File: config.mk
export PLATFORM = sky130hd
export DESIGN_NAME = uart_param_report
export DESIGN_NICKNAME = d
export VERILOG_FILES = /design/src/rtl/uart_param_report_pkg.sv /design/src/rtl/uart_param_report_pacer.sv /design/src/rtl/uart_param_report.sv
export SDC_FILE = /design/constraint.sdc
export NUM_CORES = 1
export LEC_CHECK = 0
export CORE_MARGIN = 3
export CORE_UTILIZATION = 50
export DETAILED_ROUTE_END_ITERATION = 16
export HOLD_SLACK_MARGIN = 0.1
export PLACE_DENSITY = 0.76
export SYNTH_ARGS = -nofsm -noshare
export SYNTH_HDL_FRONTEND = slang
export SYNTH_HIERARCHICAL = 1
export SYNTH_SLANG_ARGS = --single-unit
File: constraint.sdc
create_clock -name sys_clk -period 2.81 [get_ports sys_clk]
set_clock_uncertainty 0.1 [all_clocks]
set_input_delay 0.4215 -clock sys_clk [delete_from_list [all_inputs] [get_ports sys_clk]]
set_output_delay 0.4215 -clock sys_clk [all_outputs]
set_load 0.02 [all_outputs]
File: src/rtl/uart_param_report_pkg.sv
// Shared frame definition for the UART parameter path (load and report directions).
package uart_param_report_pkg;

  localparam logic [7:0] FRAME_HDR = 8'h41;
  localparam int         FRAME_LEN = 10;

  // Byte positions inside a frame
  localparam logic [3:0] IDX_HDR    = 4'd0;
  localparam logic [3:0] IDX_WAV    = 4'd1;
  localparam logic [3:0] IDX_FREQ0  = 4'd2;
  localparam logic [3:0] IDX_FREQ1  = 4'd3;
  localparam logic [3:0] IDX_FREQ2  = 4'd4;
  localparam logic [3:0] IDX_FREQ3  = 4'd5;
  localparam logic [3:0] IDX_PHASE0 = 4'd6;
  localparam logic [3:0] IDX_PHASE1 = 4'd7;
  localparam logic [3:0] IDX_AMP0   = 4'd8;
  localparam logic [3:0] IDX_AMP1   = 4'd9;
  localparam logic [3:0] IDX_LAST   = 4'(FRAME_LEN - 1);

  typedef enum logic [1:0] {
    IDLE = 2'd0,
    SEND = 2'd1,
    WAIT = 2'd2,
    DONE = 2'd3
  } report_state_t;

  typedef struct packed {
    logic [1:0]  wav;
    logic [25:0] freq;
    logic [8:0]  phase;
    logic [13:0] amp;
  } dds_params_t;

  // Byte at position idx of the frame carrying parameter set p
  function automatic logic [7:0] frame_byte(input logic [3:0] idx, input dds_params_t p);
    logic [7:0] b;
    case (idx)
      IDX_HDR:    b = FRAME_HDR;
      IDX_WAV:    b = {6'b0, p.wav};
      IDX_FREQ0:  b = p.freq[7:0];
      IDX_FREQ1:  b = p.freq[15:8];
      IDX_FREQ2:  b = p.freq[23:16];
      IDX_FREQ3:  b = {6'b0, p.freq[25:24]};
      IDX_PHASE0: b = p.phase[7:0];
      IDX_PHASE1: b = {7'b0, p.phase[8]};
      IDX_AMP0:   b = p.amp[7:0];
      IDX_AMP1:   b = {2'b0, p.amp[13:8]};
      default:    b = 8'h00;
    endcase
    return b;
  endfunction

endpackage

File: src/rtl/uart_param_report_pacer.sv
// Byte pacer: counts clock cycles since the last clear and flags the end of one
// character slot (10 bits plus guard bits) at count GAP_CYCLES-1.
module uart_byte_pacer #(
  parameter int UART_BPS   = 9600,
  parameter int CLK_FREQ   = 50_000_000,
  parameter int GUARD_BITS = 1
) (
  input  logic sys_clk,
  input  logic sys_rst_n,
  input  logic clear,
  output logic tc
);

  localparam int BIT_CYCLES = CLK_FREQ / UART_BPS;
  localparam int GAP_CYCLES = BIT_CYCLES * (10 + GUARD_BITS);
  localparam int TW         = $clog2(GAP_CYCLES + 1);
  localparam logic [TW-1:0] TERM = TW'(GAP_CYCLES - 1);

  logic [TW-1:0] count;

  // Count up from the clear point and park at terminal count so it never wraps
  always_ff @(posedge sys_clk or negedge sys_rst_n) begin
    if (!sys_rst_n) begin
      count <= '0;
    end else if (clear) begin
      count <= '0;
    end else if (count != TERM) begin
      count <= count + 1'b1;
    end
  end

  assign tc = (count == TERM);

endmodule

File: src/rtl/uart_param_report.sv
// Snapshots the live DDS controls on request and streams them to uart_tx as a
// 10-byte load-format frame, one byte per character slot.
//
// state | meaning
// IDLE  | waiting for report_req (ignored while done is still high)
// SEND  | present frame byte[index] on tx_data with a one-cycle tx_flag
// WAIT  | let the character drain; pacer terminal count ends the slot
// DONE  | last slot over; raise done, drop busy, return to IDLE
module uart_param_report
  import uart_param_report_pkg::*;
#(
  parameter int UART_BPS   = 9600,
  parameter int CLK_FREQ   = 50_000_000,
  parameter int GUARD_BITS = 1
) (
  input  logic        sys_clk,
  input  logic        sys_rst_n,
  input  logic        report_req,
  input  logic [1:0]  wav_select,
  input  logic [25:0] freq_ctrl,
  input  logic [8:0]  phase_ctrl,
  input  logic [13:0] amp_ctrl,
  output logic [7:0]  tx_data,
  output logic        tx_flag,
  output logic        busy,
  output logic        done
);

  report_state_t state;
  dds_params_t   snap;
  logic [3:0]    byte_idx;
  logic [7:0]    cur_byte;
  logic          accept;
  logic          pacer_clear;
  logic          slot_tc;

  // The done cycle counts as part of the frame, so a request there is dropped
  assign accept      = (state == IDLE) && report_req && !done;
  // Restart the slot timer on every entry into SEND so the SEND cycle is slot cycle 0
  assign pacer_clear = accept || ((state == WAIT) && slot_tc);

  uart_byte_pacer #(
    .UART_BPS   (UART_BPS),
    .CLK_FREQ   (CLK_FREQ),
    .GUARD_BITS (GUARD_BITS)
  ) u_pacer (
    .sys_clk   (sys_clk),
    .sys_rst_n (sys_rst_n),
    .clear     (pacer_clear),
    .tc        (slot_tc)
  );

  // Select the frame byte for the current index from the snapshot
  always_comb begin
    cur_byte = frame_byte(byte_idx, snap);
  end

  // Frame sequencer with registered outputs
  always_ff @(posedge sys_clk or negedge sys_rst_n) begin
    if (!sys_rst_n) begin
      state    <= IDLE;
      snap     <= '0;
      byte_idx <= '0;
      tx_data  <= '0;
      tx_flag  <= 1'b0;
      busy     <= 1'b0;
      done     <= 1'b0;
    end else begin
      tx_flag <= 1'b0;
      done    <= 1'b0;
      case (state)
        IDLE: begin
          if (accept) begin
            snap     <= '{wav: wav_select, freq: freq_ctrl, phase: phase_ctrl, amp: amp_ctrl};
            busy     <= 1'b1;
            byte_idx <= '0;
            state    <= SEND;
          end
        end
        SEND: begin
          tx_data <= cur_byte;
          tx_flag <= 1'b1;
          state   <= WAIT;
        end
        WAIT: begin
          if (slot_tc) begin
            if (byte_idx == IDX_LAST) begin
              state <= DONE;
            end else begin
              byte_idx <= byte_idx + 1'b1;
              state    <= SEND;
            end
          end
        end
        DONE: begin
          done     <= 1'b1;
          busy     <= 1'b0;
          byte_idx <= '0;
          state    <= IDLE;
        end
        default: state <= IDLE;
      endcase
    end
  end

endmodule

After elaboration in Yosys (flattened, before gate mapping)
Index checks and enable logic that the tools add are counted.
Widths: inputs -> output; s select.

operators by class
  add/subtract/negate cells = 2
  equal/unequal tests = 17
  mux-type cells = 15
  reduce and logical (&&, ||, !) cells = 14

operators with widths
  operator               count
  $pmux 8 s10            1
  $mux 16                2
  $add 16x1->16 const B  1
  $eq 16x16->1 const B   1
  $eq 4x3->1 const B     4
  $ne 16x16->1 const B   1
  $mux 4                 3
  $pmux 4 s3             1
  $eq 4x2->1 const B     2
  $eq 4x4->1 const B     2
  $pmux 2 s4             1
  $mux 2                 3
  $ne 2x2->1 const B     3
  $reduce_and 2->1       3
  $add 4x1->4 const B    1
  $eq 2x2->1 const B     2
  $eq 4x1->1 const B     1
  $logic_not 4->1        1
  $reduce_and 4->1       1
  $reduce_bool 2->1      2
  $logic_and 1x1->1      3
  $mux 1                 3
  $reduce_bool 3->1      1
  $eq 2x1->1 const B     1
  4 further kinds        4

word-level totals
  bits in registers = 84
  output and inout bits = 11
  logic and storage cells = 59

Longest topological paths before layout
Gate-level depths: netlist of the first run.

  depth in word-level cells = 5
  mapped depth = 9
  depth with buffers taken out = 8

Hierarchy
Netlist of the first run, hierarchy kept.

by module, submodules not included
  module             times used  cells an instance  area each (um^2)  sequential area each (um^2)
  uart_param_report  1           254                3146.8            1701.6
  uart_byte_pacer    1           84                 814.5             400.4

Worst setup path before layout of the first run
OpenSTA, ideal clock, no wires.

  kind = reg2reg
  from = register u_pacer.count[0]
  to = register u_pacer.count[0]
  data arrival time = 2065 ps
  data required time = 2578 ps
  slack = 513 ps
  cell stages (with the launch flop) = 10
  path buffers = 3
  clock period less this slack = 2297 ps
  cells stage by stage = dfrtp_1 ha_1 nand4bb_1 or4_1 buf_2 inv_1 a31o_2 clkbuf_1 clkbuf_1 nor2_1

on the way
  word-level cells in the longest chain between the ends = 4
  elaborated cells between the ends (all ways) = 8
  classes of those cells = add/sub (1); eq/ne (2); mux (2); reduce/logical (3)

RTL lines
  element                                       RTL line                       source
  start, declared                               uart_param_report_pacer.sv:19  logic [TW-1:0] count;
  start signal, assigned                        uart_param_report_pacer.sv:28  count <= count + 1'b1;
  $eq 16x16->1 (*)                              uart_param_report_pacer.sv:32  assign tc = (count == TERM);
  named net slot_tc                             uart_param_report.sv:35        logic slot_tc;
  $logic_and 1x1->1 (*)                         uart_param_report.sv:40        assign pacer_clear = accept || ((state == WAIT) && slot_tc);
  $logic_or 1x1->1 (*)                          uart_param_report.sv:40
  named net pacer_clear                         uart_param_report.sv:34        logic pacer_clear;
  $mux 16 or $reduce_bool 2->1 (tied branches)  n/a

Mark *: on every way through the listed nets, which the timed path passes. The rest lies on a longest branch. The select of a mux whose other input is x is not followed.
A chain may end at the register's enable or synchronous reset.

Final worst setup path of the first run
  from = register u_pacer.count[0]
  to = register u_pacer.count[15]

The elaborated chain is that of the path after synthesis.

==> flow_summary.json, run 1 <==
{
  "status": "completed",
  "htree_num_levels": 3,
  "dp_hpwl_um": 6250,
  "die_area_um2": 9030,
  "maxCapViolCount": 0,
  "ant_nets": 0,
  "startpoint_type": "flop",
  "areaGrowthSynthToFinish_pct": 23.7,
  "drtIter0Drc": 161,
  "hold_path_class": "reg2reg",
  "core_um2": 7490,
  "synth_mux_area_share_pct": 15.5,
  "rsz0062_at_grt": "no",
  "final_util_pct": 65.5,
  "die_width_um": 95.0,
  "dp_slack_ps": 377,
  "finalCritPeriodShare_pct": 88.0,
  "ys_seq_area_share_pct": 53.1,
  "die_height_um": 95.0,
  "gp_congestion": 0.848,
  "min-delay-start": "tx_data[3]",
  "p_per_area_nw_per_um2": 873,
  "cts_sinks": 84,
  "num_io_pins": 65,
  "ir_drop_uv": 480,
  "synth.cell_area_um2": 3960,
  "final_cell_mix": "84 x dfrtp_1, 63 x clkdlybuf4s50_1, 27 x mux2_2",
  "cts_tree": "done",
  "critPathKind": "reg2reg",
  "synth_cell_type_count": 49,
  "relSlewSlack_pct": 55.3,
  "yosys_most_used_dff": "dfrtp_1",
  "synth_compound_area_share_pct": 12.7,
  "slew_viol_final": 0,
  "grt_max_degree": 46,
  "syn_inst": 338,
  "drive_gt1_share_pct": 13.7,
  "start_util_pct": 52.9,
  "regArea_um2": 2100,
  "cts-resized-gates": 0,
  "cts.clk_slew.worst_paths_ps": 80,
  "post-route-min-period_ps": 2470,
  "r2r-start": "u_pacer/count[0]",
  "cp.required_ps": 2950,
  "worstMarginPinSlew_ps": 664,
  "synthXorXnorAreaFrac_pct": 2.21,
  "cp-end-kind": "flop",
  "numCtsBuffers": 9,
  "hold_viol": 0,
  "vias": 2890,
  "final_common_cell": "dfrtp_1",
  "synthSimpleGateAreaFrac_pct": 11.1,
  "synth-edff-count": 0,
  "vias_per_cell": 5.77,
  "wire_per_inst_um": 17.6,
  "synth_top_family_by_area": "multiplexers",
  "fmax_mhz": 405,
  "firstDrtPassIters": 5,
  "grt_pass1_vias": 2908,
  "rows": 31,
  "clock_latency_ps": 350,
  "antenna_found_initial": 0,
  "worstSetupStartpoint": "u_pacer/count[0]",
  "setup_slack_ps": 339,
  "cts_root_buf": "clkbuf_8",
  "syn-num-nets": 397,
  "routed_wl_um": 8810,
  "setup_violations": 0,
  "gr-usage-all-layers_pct": 21.0,
  "synthAdderAreaFrac_pct": 1.58,
  "cp_data_arrival_time_ps": 2620,
  "p_leak_nw": 2.02,
  "clockBufferDepth": 2,
  "async_flop_share_pct": 100,
  "port_buffers": 64,
  "grt_pass1_wl_um": 14500,
  "ys_warn_count": 6,
  "grt_overflow": 0,
  "ys_seq_elements": 84,
  "multi_input_area_um2": 1720,
  "tns_ps": 0,
  "critPathMaxFanout": 17,
  "synth.avg_cell_area_um2": 11.7,
  "nets": 457,
  "drc_errors": 0,
  "antenna_cells": 0,
  "n_fill_cell": 580
}
cell families (layout without fill, tap and decap cells):
kind of cell	count (synthesis)	count (layout)
compound gates	72	72
xor+xnor	10	10
fa+ha+maj	5	5
buf+inv	30	94
flops	84	84
mux	55	55
simple gates	82	82
layout make-up:
class	instances	share of cell area (%)
inverter	8	0.613
timing repair buffer	71	14.9
multi-input combinational	224	35.0
clock inverter	5	1.25
tap	99	2.53
clock buffer	10	2.81
sequential	84	42.9
routing by layer:
metal	up-vias	part of all wire [%]	track usage, %
li1	1355	-	-
met1	1434	45	28.6
met2	93	48	32.7
met3	8	6.1	6.47
met4	0	1.2	5.65
met5	-	0	0
flip-flops by register name (all words and copies together) (netlist names):
register	cells
busy	1
byte_idx	4
done	1
snap	51
state	2
tx_data	8
tx_flag	1
u_pacer/count	16
Yosys cell counts (all sizes together), types with 6 or more instances:
| cell | n | area (um^2) |
|---|---|---|
| nor2 | 19 | 71.3 |
| a22oi | 9 | 67.6 |
| clkbuf | 7 | 26.3 |
| a31oi | 6 | 37.5 |
| inv | 8 | 30.0 |
| o21ai | 12 | 60.1 |
| buf | 15 | 96.3 |
| mux2 | 52 | 586 |
| nand3 | 14 | 70.1 |
| nand2 | 18 | 67.6 |
| a22o | 8 | 70.1 |
| a221oi | 6 | 58.8 |
| a21oi | 16 | 80.1 |
| xnor2 | 6 | 52.6 |
| dfrtp | 84 | 2100 |
worst paths after layout:
check                                          to  slack, ps  cells after the start
worst max-delay path            u_pacer/count[15]        340                      7
worst min-delay path                   tx_data[3]        390                      2
min in group asynchronous                snap[47]        480                      2
worst min register to register         tx_data[3]        390                      2
worst max register to register  u_pacer/count[15]        340                      7
max in group asynchronous              tx_data[6]       1530                      3
critical path, cell delays in order (launching register included):
cell       delay (ps)
dfrtp_1           410
ha_1              260
nand4bb_1         120
or4_1             530
inv_1             200
a31o_2            400
a311oi_1          110
a41o_1            240
report_power, final:
group          switching [W]  total, W  internal [W]
logic               0.000626   0.00138      0.000758
registers           0.000333   0.00204       0.00170
clock network       0.000427  0.000860      0.000433
total                0.00139   0.00428       0.00289
timing repair:
action / CTS / global route
hold endpoints to repair: 39 / 0
hold buffers: 1 / 0
setup buffers: 0 / 0
stage by stage:
stage | area [um^2] | hold WS, ps | power (W) | cells
after floorplan | 3960 | 25.9 | 0.00294 | 338
after CTS | 4900 | 394 | 0.00431 | 501
after global routing | 4900 | 418 | 0.00455 | 501
after global placement | 4690 | 323 | 0.00338 | 485
after detailed placement | 4690 | 325 | 0.00344 | 485
final | 4900 | 390 | 0.00428 | 501
Power figures use the tool's default switching activity.
==> run 2, diff against run 1 <==
--- a/config.mk
+++ b/config.mk
@@ -7,6 +7,8 @@
 export LEC_CHECK = 0
 export CORE_MARGIN = 3
 export CORE_UTILIZATION = 50
+export CTS_BUF_LIST = sky130_fd_sc_hd__clkbuf_8
+export CTS_CLUSTER_SIZE = 28
 export DETAILED_ROUTE_END_ITERATION = 16
 export HOLD_SLACK_MARGIN = 0.1
 export PLACE_DENSITY = 0.76
==> results of run 2 <==
No change in the layout: final DEF, timing and power equal those of run 1.
==> run 3, diff against run 2 <==
--- a/config.mk
+++ b/config.mk
@@ -14,5 +14,4 @@
 export PLACE_DENSITY = 0.76
 export SYNTH_ARGS = -nofsm -noshare
 export SYNTH_HDL_FRONTEND = slang
-export SYNTH_HIERARCHICAL = 1
 export SYNTH_SLANG_ARGS = --single-unit
==> run 3 against run 2 <==
Compared with the run above: count of clock-buffer cells in the layout decreased by 1; die area down 1.9%; worst hold slack lost 10 ps; synthesized area fell by 2.1%; first-iteration DRC count increased by 22%; highest routed layer unchanged; total power is 44% lower; cell area is 1.5% lower; critical path depth fell by 3; wire length is 5.8% lower; via count shrank 1.3%; sequential power fell by 33%.
==> flow_summary.json, run 3 <==
{
  "cts.clk_slew.worst_paths_ps": 90,
  "cp-end-kind": "flop",
  "nets": 458,
  "n_fill_cell": 570,
  "synth_cell_type_count": 47,
  "vias_per_cell": 5.67,
  "die_width_um": 94.1,
  "p_comb_share_pct": 10.8,
  "p_leak_nw": 2.05,
  "start_util_pct": 52.4,
  "tns_ps": 0,
  "final_common_cell": "dfrtp_1",
  "clockBufferDepth": 2,
  "numCtsBuffers": 9,
  "synth-edff-count": 0,
  "cts_sinks": 84,
  "dp_hpwl_um": 5810,
  "largestRegisters": "snap (51), u_pacer.count (16), tx_data (8)",
  "grt_pass1_vias": 2936,
  "drtIter0Drc": 197,
  "synth.most_common_cell": "dfrtp_1",
  "seq_power_share_pct": 56.7,
  "grt_use_met1_pct": 28.6,
  "worstMarginPinSlew_ps": 921,
  "core_um2": 7410,
  "synth.top_cell.area_share_pct": 54.2,
  "num_io_pins": 65,
  "fmax_mhz": 423,
  "firstDrtPassIters": 7,
  "wire_per_inst_um": 16.5,
  "drc_errors": 0,
  "gr-usage-met3_pct": 3.69,
  "pwr-share-clk_pct": 32.4,
  "drive_gt1_share_pct": 19.8,
  "p_per_area_nw_per_um2": 496,
  "gp_congestion": 0.784,
  "hold_path_class": "reg2reg",
  "ant_nets": 0,
  "slew_viol_final": 0,
  "relSlewSlack_pct": 38.6,
  "ys_warn_count": 0,
  "hold_ws_ps": 380,
  "top_usage_layer": "met2",
  "cp_data_arrival_time_ps": 2470,
  "syn_inst": 337,
  "min-delay-start": "busy",
  "critPathMaxFanout": 14,
  "cp.required_ps": 2920,
  "die_area_um2": 8850,
  "rows": 31,
  "p_sw_w": 0.000633,
  "cts_tree": "done",
  "routed_wl_um": 8300,
  "startpoint_type": "flop",
  "r2r_slack_ps": 440,
  "largest_register_ffs": 51,
  "vias": 2852,
  "p_int_w": 0.00176,
  "synth.avg_cell_area_um2": 11.5,
  "reg2reg_to": "u_pacer.count[10]",
  "async_flop_share_pct": 100,
  "use_met2_pct": 32.2,
  "ir_drop_uv": 390,
  "regArea_um2": 2100,
  "synth.cell_area_um2": 3880,
  "r2r-start": "u_pacer.count[4]",
  "swShare_pct": 26.4,
  "port_buffers": 64,
  "grt_pass1_wl_um": 14100,
  "yosys_most_used_dff": "dfrtp_1",
  "areaGrowthSynthToFinish_pct": 24.4,
  "yosysTopAreaCell": "dfrtp_1",
  "cts_setup_buffers": 0,
  "post-route-min-period_ps": 2370,
  "grt_max_degree": 61,
  "syn-num-nets": 396,
  "maxCapViolCount": 0,
  "synth.area.top_cells": "dfrtp_1 54%, mux2_2 15%, xnor2_1 2.3%",
  "ys_top_cells_by_count": "84 x dfrtp_1, 53 x mux2_2, 23 x nand2_1",
  "rsz0062_at_grt": "no",
  "gr-usage-all-layers_pct": 20.4,
  "crit_end": "u_pacer.count[10]",
  "ys_seq_elements": 84,
  "htree_num_levels": 3,
  "status": "completed",
  "setup_violations": 0,
  "multi_input_area_um2": 1670,
  "clock_latency_ps": 350,
  "worstSetupStartpoint": "u_pacer.count[4]",
  "hold_viol": 0,
  "reg2reg_depth": 4,
  "ys_seq_area_share_pct": 54.2,
  "grt_overflow": 0,
  "antenna_found_initial": 0,
  "die_height_um": 94.1,
  "top_register": "snap",
  "antenna_cells": 0,
  "finalCritPeriodShare_pct": 84.2,
  "final_cell_mix": "84 x dfrtp_1, 63 x clkdlybuf4s50_1, 53 x mux2_2",
  "cts_root_buf": "clkbuf_8",
  "critPathKind": "reg2reg"
}
[run 3: critical path, stage by stage, from the launching register on]
cell and delay [ps]:
dfrtp_1 420, or3_1 410, or4_1 650, o21bai_2 530
nor2_1 120
[run 3: area by class of cell]
cell class,instances,share of cell area [%]
Multi-Input combinational cell,223,34.6
Tap cell,99,2.57
Timing Repair Buffer,71,14.9
Inverter,10,0.778
Sequential cell,84,43.6
Clock inverter,7,1.09
Clock buffer,9,2.57
[run 3: through the flow]
stage / setup slack [ps] / area, um^2 / util (%) / instances / power (W)
2_1_floorplan: 631 / 3880 / - / 337 / 0.00150
3_3_place_gp: 507 / 4640 / 62.6 / 486 / 0.00163
3_5_place_dp: 450 / 4640 / 62.6 / 486 / 0.00164
4_1_cts: 417 / 4830 / 65.1 / 503 / 0.00241
5_1_grt: 256 / 4830 / 65.1 / 503 / 0.00250
6_report: 445 / 4830 / 65.1 / 503 / 0.00239
[run 3: timing repair]
item | 4_1_cts | 5_1_grt
resized for setup | 0 | 0
endpoints found under the hold margin | 35 | 0
endpoints found under the setup margin | 0 | 0
hold buffers | 1 | 0
[run 3: kinds of logic (layout without fill, tap and decap cells)]
| kind of cell | Yosys count | in the layout | synth area share [%] |
|---|---|---|---|
| flops | 84 | 84 | 54.2 |
| mux | 54 | 54 | 15.6 |
| buf+inv | 30 | 97 | 3.00 |
| simple gates | 94 | 94 | 12.2 |
| xor+xnor | 11 | 11 | 2.48 |
| compound gates | 59 | 59 | 10.9 |
| fa+ha+maj | 5 | 5 | 1.61 |
[run 3: routing by layer]
metal	vias up	part of all wire [%]	wire length [um]
li1	1351	-	-
met1	1421	45	3760
met2	74	49	4080
met3	6	4.7	387
met4	0	0.86	71
met5	-	0	0
[run 3: power by group through the flow]
| stage | Sequential, W | Combinational [W] | Clock (W) |
|---|---|---|---|
| floorplan | 0.00137 | 0.000131 | 0 |
| global placement | 0.00138 | 0.000250 | 0 |
| detailed placement | 0.00138 | 0.000261 | 0 |
| CTS | 0.00136 | 0.000263 | 0.000788 |
| global route | 0.00137 | 0.000289 | 0.000836 |
| finish | 0.00136 | 0.000259 | 0.000777 |
[run 3: worst min-delay path by stage]
| stage | cells past startpoint | end |
|---|---|---|
| 2_1_floorplan | 0 | busy |
| 3_3_place_gp | 1 | u_pacer.count[11] |
| 3_5_place_dp | 1 | u_pacer.count[11] |
| 4_1_cts | 1 | busy |
| 5_1_grt | 1 | busy |
| 6_report | 1 | busy |
